### config.mk
export PLATFORM = sky130hd
export DESIGN_NAME = act_sequencer
export DESIGN_NICKNAME = d
export VERILOG_FILES = /design/src/rtl/act_sequencer.sv
export SDC_FILE = /design/constraint.sdc
export NUM_CORES = 2
export LEC_CHECK = 0
export ABC_AREA = 1
export CAP_MARGIN = 5
export CORE_MARGIN = 1.5
export CORE_UTILIZATION = 65
export CTS_BUF_LIST = sky130_fd_sc_hd__clkbuf_8
export CTS_CLUSTER_DIAMETER = 80
export DETAILED_ROUTE_END_ITERATION = 8
export HOLD_SLACK_MARGIN = 0.03
export PLACE_DENSITY = 0.83
export SLEW_MARGIN = 5
export SYNTH_ARGS = -nofsm -noshare
export SYNTH_HDL_FRONTEND = slang
export SYNTH_SLANG_ARGS = --single-unit
export TNS_END_PERCENT = 50
### constraint.sdc
create_clock -name clk -period 64.9 [get_ports clk]
set_input_delay 6.49 -clock clk [delete_from_list [all_inputs] [get_ports clk]]
set_output_delay 6.49 -clock clk [all_outputs]
set_load 0.02 [all_outputs]
### src/rtl/act_sequencer.sv
// Activation sequencer: queues activation instructions, issues one beat per
// enabled cycle, and delays per-beat tags to the accumulator, activation and write-back stages.
module act_sequencer #(
    parameter int MATRIX_WIDTH   = 14,
    parameter int ACC_ADDR_WIDTH = 16,
    parameter int BUF_ADDR_WIDTH = 24,
    parameter int LENGTH_WIDTH   = 32,
    parameter int QUEUE_DEPTH    = 4,
    parameter int ACT_PIPE       = 7,
    parameter int WB_PIPE        = 3
) (
    input  logic                               clk,
    input  logic                               rst,
    input  logic                               enable,
    input  logic                               instr_valid,
    output logic                               instr_ready,
    input  logic [4:0]                         instr_opcode,
    input  logic [ACC_ADDR_WIDTH-1:0]          instr_acc_addr,
    input  logic [BUF_ADDR_WIDTH-1:0]          instr_buf_addr,
    input  logic [LENGTH_WIDTH-1:0]            instr_length,
    output logic [ACC_ADDR_WIDTH-1:0]          acc_to_act_addr,
    output logic [3:0]                         activation_function,
    output logic                               signed_not_unsigned,
    output logic [BUF_ADDR_WIDTH-1:0]          act_to_buf_addr,
    output logic                               buf_write_en,
    output logic                               busy,
    output logic                               resource_busy,
    output logic                               done,
    output logic [$clog2(QUEUE_DEPTH+1)-1:0]   queue_count
);

    localparam int D_ACC = MATRIX_WIDTH + 5;
    localparam int D_ACT = D_ACC + ACT_PIPE;
    localparam int D_WB  = D_ACT + WB_PIPE;
    localparam int CNT_W = $clog2(QUEUE_DEPTH + 1);
    localparam int PTR_W = $clog2(QUEUE_DEPTH);

    typedef struct packed {
        logic [4:0]                opcode;
        logic [ACC_ADDR_WIDTH-1:0] acc_addr;
        logic [BUF_ADDR_WIDTH-1:0] buf_addr;
        logic [LENGTH_WIDTH-1:0]   length;
    } instr_t;

    // One entry per issue-stage cycle; 'last' without 'beat' is a zero-length done token.
    typedef struct packed {
        logic                      beat;
        logic                      last;
        logic                      sign;
        logic [3:0]                func;
        logic [ACC_ADDR_WIDTH-1:0] acc_addr;
        logic [BUF_ADDR_WIDTH-1:0] buf_addr;
    } tag_t;

    typedef enum logic {IDLE, RUN} state_t;

    instr_t                    q_mem [QUEUE_DEPTH];
    logic [PTR_W-1:0]          head_ptr, tail_ptr;
    logic [CNT_W-1:0]          count;
    instr_t                    head;
    logic                      push, pop, pop_en, zero_pop, beat, last_beat;

    state_t                    state, state_next;
    logic [ACC_ADDR_WIDTH-1:0] cur_acc;
    logic [BUF_ADDR_WIDTH-1:0] cur_buf;
    logic [4:0]                cur_op;
    logic [LENGTH_WIDTH-1:0]   remaining;

    tag_t                      pipe [D_WB];
    tag_t                      tag_in;
    logic                      in_flight;

    function automatic logic [PTR_W-1:0] ptr_inc(input logic [PTR_W-1:0] p);
        return (p == PTR_W'(QUEUE_DEPTH - 1)) ? '0 : p + 1'b1;
    endfunction

    assign instr_ready = enable && (count < CNT_W'(QUEUE_DEPTH));
    assign push        = instr_valid && instr_ready;
    assign head        = q_mem[head_ptr];
    assign beat        = (state == RUN);
    assign last_beat   = beat && (remaining == LENGTH_WIDTH'(1));
    assign pop_en      = enable && pop;
    assign zero_pop    = pop && (head.length == '0);

    // NOTE: every variable assigned here gets a default first, so no path can infer a latch.
    always_comb begin
        pop        = 1'b0;
        state_next = state;
        case (state)
            IDLE: begin
                if (count != '0) begin
                    pop = 1'b1;
                    if (head.length != '0) state_next = RUN;
                end
            end
            RUN: begin
                // A zero-length successor is left for IDLE so its done token never shares a slot.
                if (last_beat) begin
                    if (count != '0 && head.length != '0) pop = 1'b1;
                    else                                   state_next = IDLE;
                end
            end
            default: state_next = IDLE;
        endcase
    end

    always_comb begin
        tag_in = '0;
        if (beat) begin
            tag_in.beat     = 1'b1;
            tag_in.last     = last_beat;
            tag_in.sign     = cur_op[4];
            tag_in.func     = cur_op[3:0];
            tag_in.acc_addr = cur_acc;
            tag_in.buf_addr = cur_buf;
        end else if (zero_pop) begin
            tag_in.last = 1'b1;
        end
    end

    always_ff @(posedge clk) begin
        if (rst) begin
            state     <= IDLE;
            cur_acc   <= '0;
            cur_buf   <= '0;
            cur_op    <= '0;
            remaining <= '0;
        end else if (enable) begin
            state <= state_next;
            if (pop && !zero_pop) begin
                cur_acc   <= head.acc_addr;
                cur_buf   <= head.buf_addr;
                cur_op    <= head.opcode;
                remaining <= head.length;
            end else if (beat) begin
                cur_acc   <= cur_acc + 1'b1;
                cur_buf   <= cur_buf + 1'b1;
                remaining <= remaining - 1'b1;
            end
        end
    end

    always_ff @(posedge clk) begin
        if (rst) begin
            head_ptr <= '0;
            tail_ptr <= '0;
            count    <= '0;
        end else begin
            if (push)   tail_ptr <= ptr_inc(tail_ptr);
            if (pop_en) head_ptr <= ptr_inc(head_ptr);
            if (push && !pop_en)      count <= count + 1'b1;
            else if (!push && pop_en) count <= count - 1'b1;
        end
    end

    // NOTE: queue storage has no reset; the pointers and count alone define which entries are live.
    always_ff @(posedge clk) begin
        if (push) q_mem[tail_ptr] <= '{instr_opcode, instr_acc_addr, instr_buf_addr, instr_length};
    end

    always_ff @(posedge clk) begin
        if (rst) begin
            for (int i = 0; i < D_WB; i++) pipe[i] <= '0;
        end else if (enable) begin
            pipe[0] <= tag_in;
            for (int i = 1; i < D_WB; i++) pipe[i] <= pipe[i-1];
        end
    end

    always_comb begin
        in_flight = 1'b0;
        for (int i = 0; i < D_WB; i++) in_flight = in_flight | pipe[i].beat | pipe[i].last;
    end

    assign acc_to_act_addr     = pipe[D_ACC-1].acc_addr;
    assign activation_function = pipe[D_ACT-1].func;
    assign signed_not_unsigned = pipe[D_ACT-1].sign;
    assign act_to_buf_addr     = pipe[D_WB-1].buf_addr;
    assign buf_write_en        = pipe[D_WB-1].beat;
    assign done                = pipe[D_WB-1].last;
    assign busy                = (state == RUN);
    assign resource_busy       = busy | in_flight;
    assign queue_count         = count;

endmodule

==> impl_metrics.toml <==
[run_status]
status = "finished clean"

[sta]
fin_worst_skew_ps = 54.7
worst_pin_slew_ps = 1150
finalCritPeriodShare = 0.230
setup_tns_ps = 0
timing.hold.ws_ps = 464
max_freq_ghz = 0.0669
slew_headroom = 0.231
rsz0062_at_grt = "no"
drv_slew = 0
finalSetupViolations = 0
post-route-min-period_ps = 14940
hold_viol = 0
setup_ws_ps = 49960

[critical_path]
reg2reg_slack_ps = 59810
critPathTopFamily = "buffers and inverters"
cp-end-kind = "output pin"
cp_common_cell = "clkdlybuf4s50_1"
slowest_delay_ps = 790
arrival_ps = 8450
worstSetupPathType = "input port to output pin"
critPathRequiredTime_ps = 58410
crit_fanout = 9
path_cells = "clkdlybuf4s50_1 > inv_1 > nor2_1 > clkdlybuf4s50_1"
critPathBufInv = 3
worst_setup_path_start_kind = "input port"
crit_slowest_cell = "clkdlybuf4s50_1"

[job]
cap_violations = 0

[synth]
synth_fp_nets = 5621
yosys_warnings = 0
synth_seq_cells = 1583
synth_seq_area_share = 0.742
post_synth.cell_area_avg_um2 = 11.4
synth_area_um2 = 62900
synthCells = 5529
ys_types = 31

[worst_hold_path]
min_path_type = "flop to flop"

[power_and_ir_drop]
p_leak_nw = 28.1
cellPowerDensity_nw_per_um2 = 34.0
ir_worst_vdd_mv = 0.0388

[detailed_routing]
drtAntennaViolNets = 0
drt_iter0_drc = 3031
routedWlPerCell_um = 14.1
dr_total_vias = 35743
vias_per_cell = 5.00
drt-total-wl_um = 101000
drc = 0
drt-pass1-iter-count = 8

[place]
io_buffers = 133
place_hpwl_um = 56600
post-place-ws_ps = 50040
place_congestion = 0.850

[clock_network]
hold_buffers = 0
worst_skew_pair.late_latency_ps = 920
htree_num_levels = 4
cts_sinks = 1583
clk_path_buf_depth = 3
cts_tree = "built"
post_cts_buffers = 0
cts_resized = 0
root_buffer = "clkbuf_8"
numCtsBuffers = 232
clkTransAtPathRegs_ps = 60

[grt]
grt-ovfl-total = 0
grt_util_all_layers = 0.207
antenna_found_initial = 1
grt_pass1_vias = 35195
grt_max_degree = 209
grt_pass1_wl_um = 164000

[layout]
layout_common_cells = "1496 x edfxtp_1, 1418 x inv_1, 1351 x nor2_1"
layout_commonest_cell = "edfxtp_1"
seqCellArea_um2 = 46700
syn_to_final_growth_pct = 10.2
multi_input_area_um2 = 10200
drive_above_1_share = 0.0560
final_core_util = 0.727
fillers = 5937
nets = 5773

[die]
rows = 113
core_area_um2 = 95400
die_x_um = 314
die_height_um = 314
dieArea_um2 = 98700
ioPinCount = 134
initial_core_util = 0.659
[worst reg2reg max path: stages (launching register included)]
cell	delay (ps)
dfxtp_4	560
inv_4	550
buf_4	900
nand2_1	220
nand3_1	130
nand2_1	120
nand2_1	120
nor2_1	50
nand2_1	80
nor2_1	60
nand2_2	40
buf_4	340
nand2_1	100
buf_4	260
nand2_4	200
buf_4	780
o21ai_0	280
inv_1	110
nand2_1	60
inv_1	40
[power by group]
group	switching [mW]	internal, mW	total (mW)	leakage, nW
registers	0.0503	1.21	1.26	16.7
logic	0.259	0.119	0.378	8.97
clock network	0.370	0.352	0.722	2.48
[layer usage]
layer	track usage	routed length, um
met1	0.249	39800
met2	0.368	52900
met3	0.0381	5030
met4	0.0851	2920
met5	0	0
[sequential cells by signal (all words and copies together) (netlist names), named ones only]
| signal | cells |
|---|---|
| pipe | 1188 |
| q_mem | 308 |
| remaining | 32 |
| cur_buf | 24 |
| cur_acc | 16 |
| cur_op | 5 |
| queue_count | 3 |
| head_ptr | 2 |
| tail_ptr | 2 |
| busy | 1 |
[worst paths after layout]
| check | startpoint | to | cells past startpoint |
|---|---|---|---|
| hold reg to reg | cur_op[4] | cur_op[4] | 2 |
| setup / recovery | enable | instr_ready | 4 |
| setup reg to reg | flop | cur_acc[5] | 19 |
| hold / removal | cur_op[4] | cur_op[4] | 2 |
[synthesized netlist by cell type (all sizes together)]
cell,instances,area (um^2)
edfxtp,1496,44900
nor2,1356,5090
inv,1336,5010
nand2,431,1620
nand3,192,961
clkbuf,181,679
o21ai,125,626
dfxtp,87,1740
buf,71,424
a21oi,50,250
xor2,48,420
o22ai,37,231
o2111ai,30,263
nor4,17,106
nand4,15,93.8
nor3,15,75.1
ha,10,125
o21bai,10,75.1
a32o,8,80.1
xnor2,5,43.8
or2,3,18.8
a211oi,1,7.51
a31oi,1,6.26
fa,1,20.0
o211ai,1,12.5
o21a,1,7.51
o31ai,1,7.51
[metrics by stage]
stage / instances / cell area, um^2 / total power [mW]
finish: 7142 / 69400 / 2.36
CTS: 7140 / 69400 / 2.37
global placement: 6712 / 65100 / 1.63
detailed placement: 6712 / 65100 / 1.65
global route: 7142 / 69400 / 2.47
floorplan: 5529 / 62900 / 1.59
[layout make-up]
type | count | area share
timing repair buffer | 170 | 0.0236
multi-input combinational | 2358 | 0.147
tap | 1265 | 0.0228
sequential | 1583 | 0.673
antenna | 2 | 0.0000722
inverter | 1336 | 0.0725
clock buffer | 234 | 0.0464
clock inverter | 194 | 0.0146
[cells by family after synthesis]
family	after synthesis	share of synthesized area
flip-flops	1583	0.742
AND/OR/NAND/NOR	2029	0.127
adder cells (fa/ha/maj)	11	0.00231
buffers and inverters	1588	0.0972
AO/OA/AOI/OAI	265	0.0249
XOR/XNOR	53	0.00738
Power figures use the tool's default switching activity.
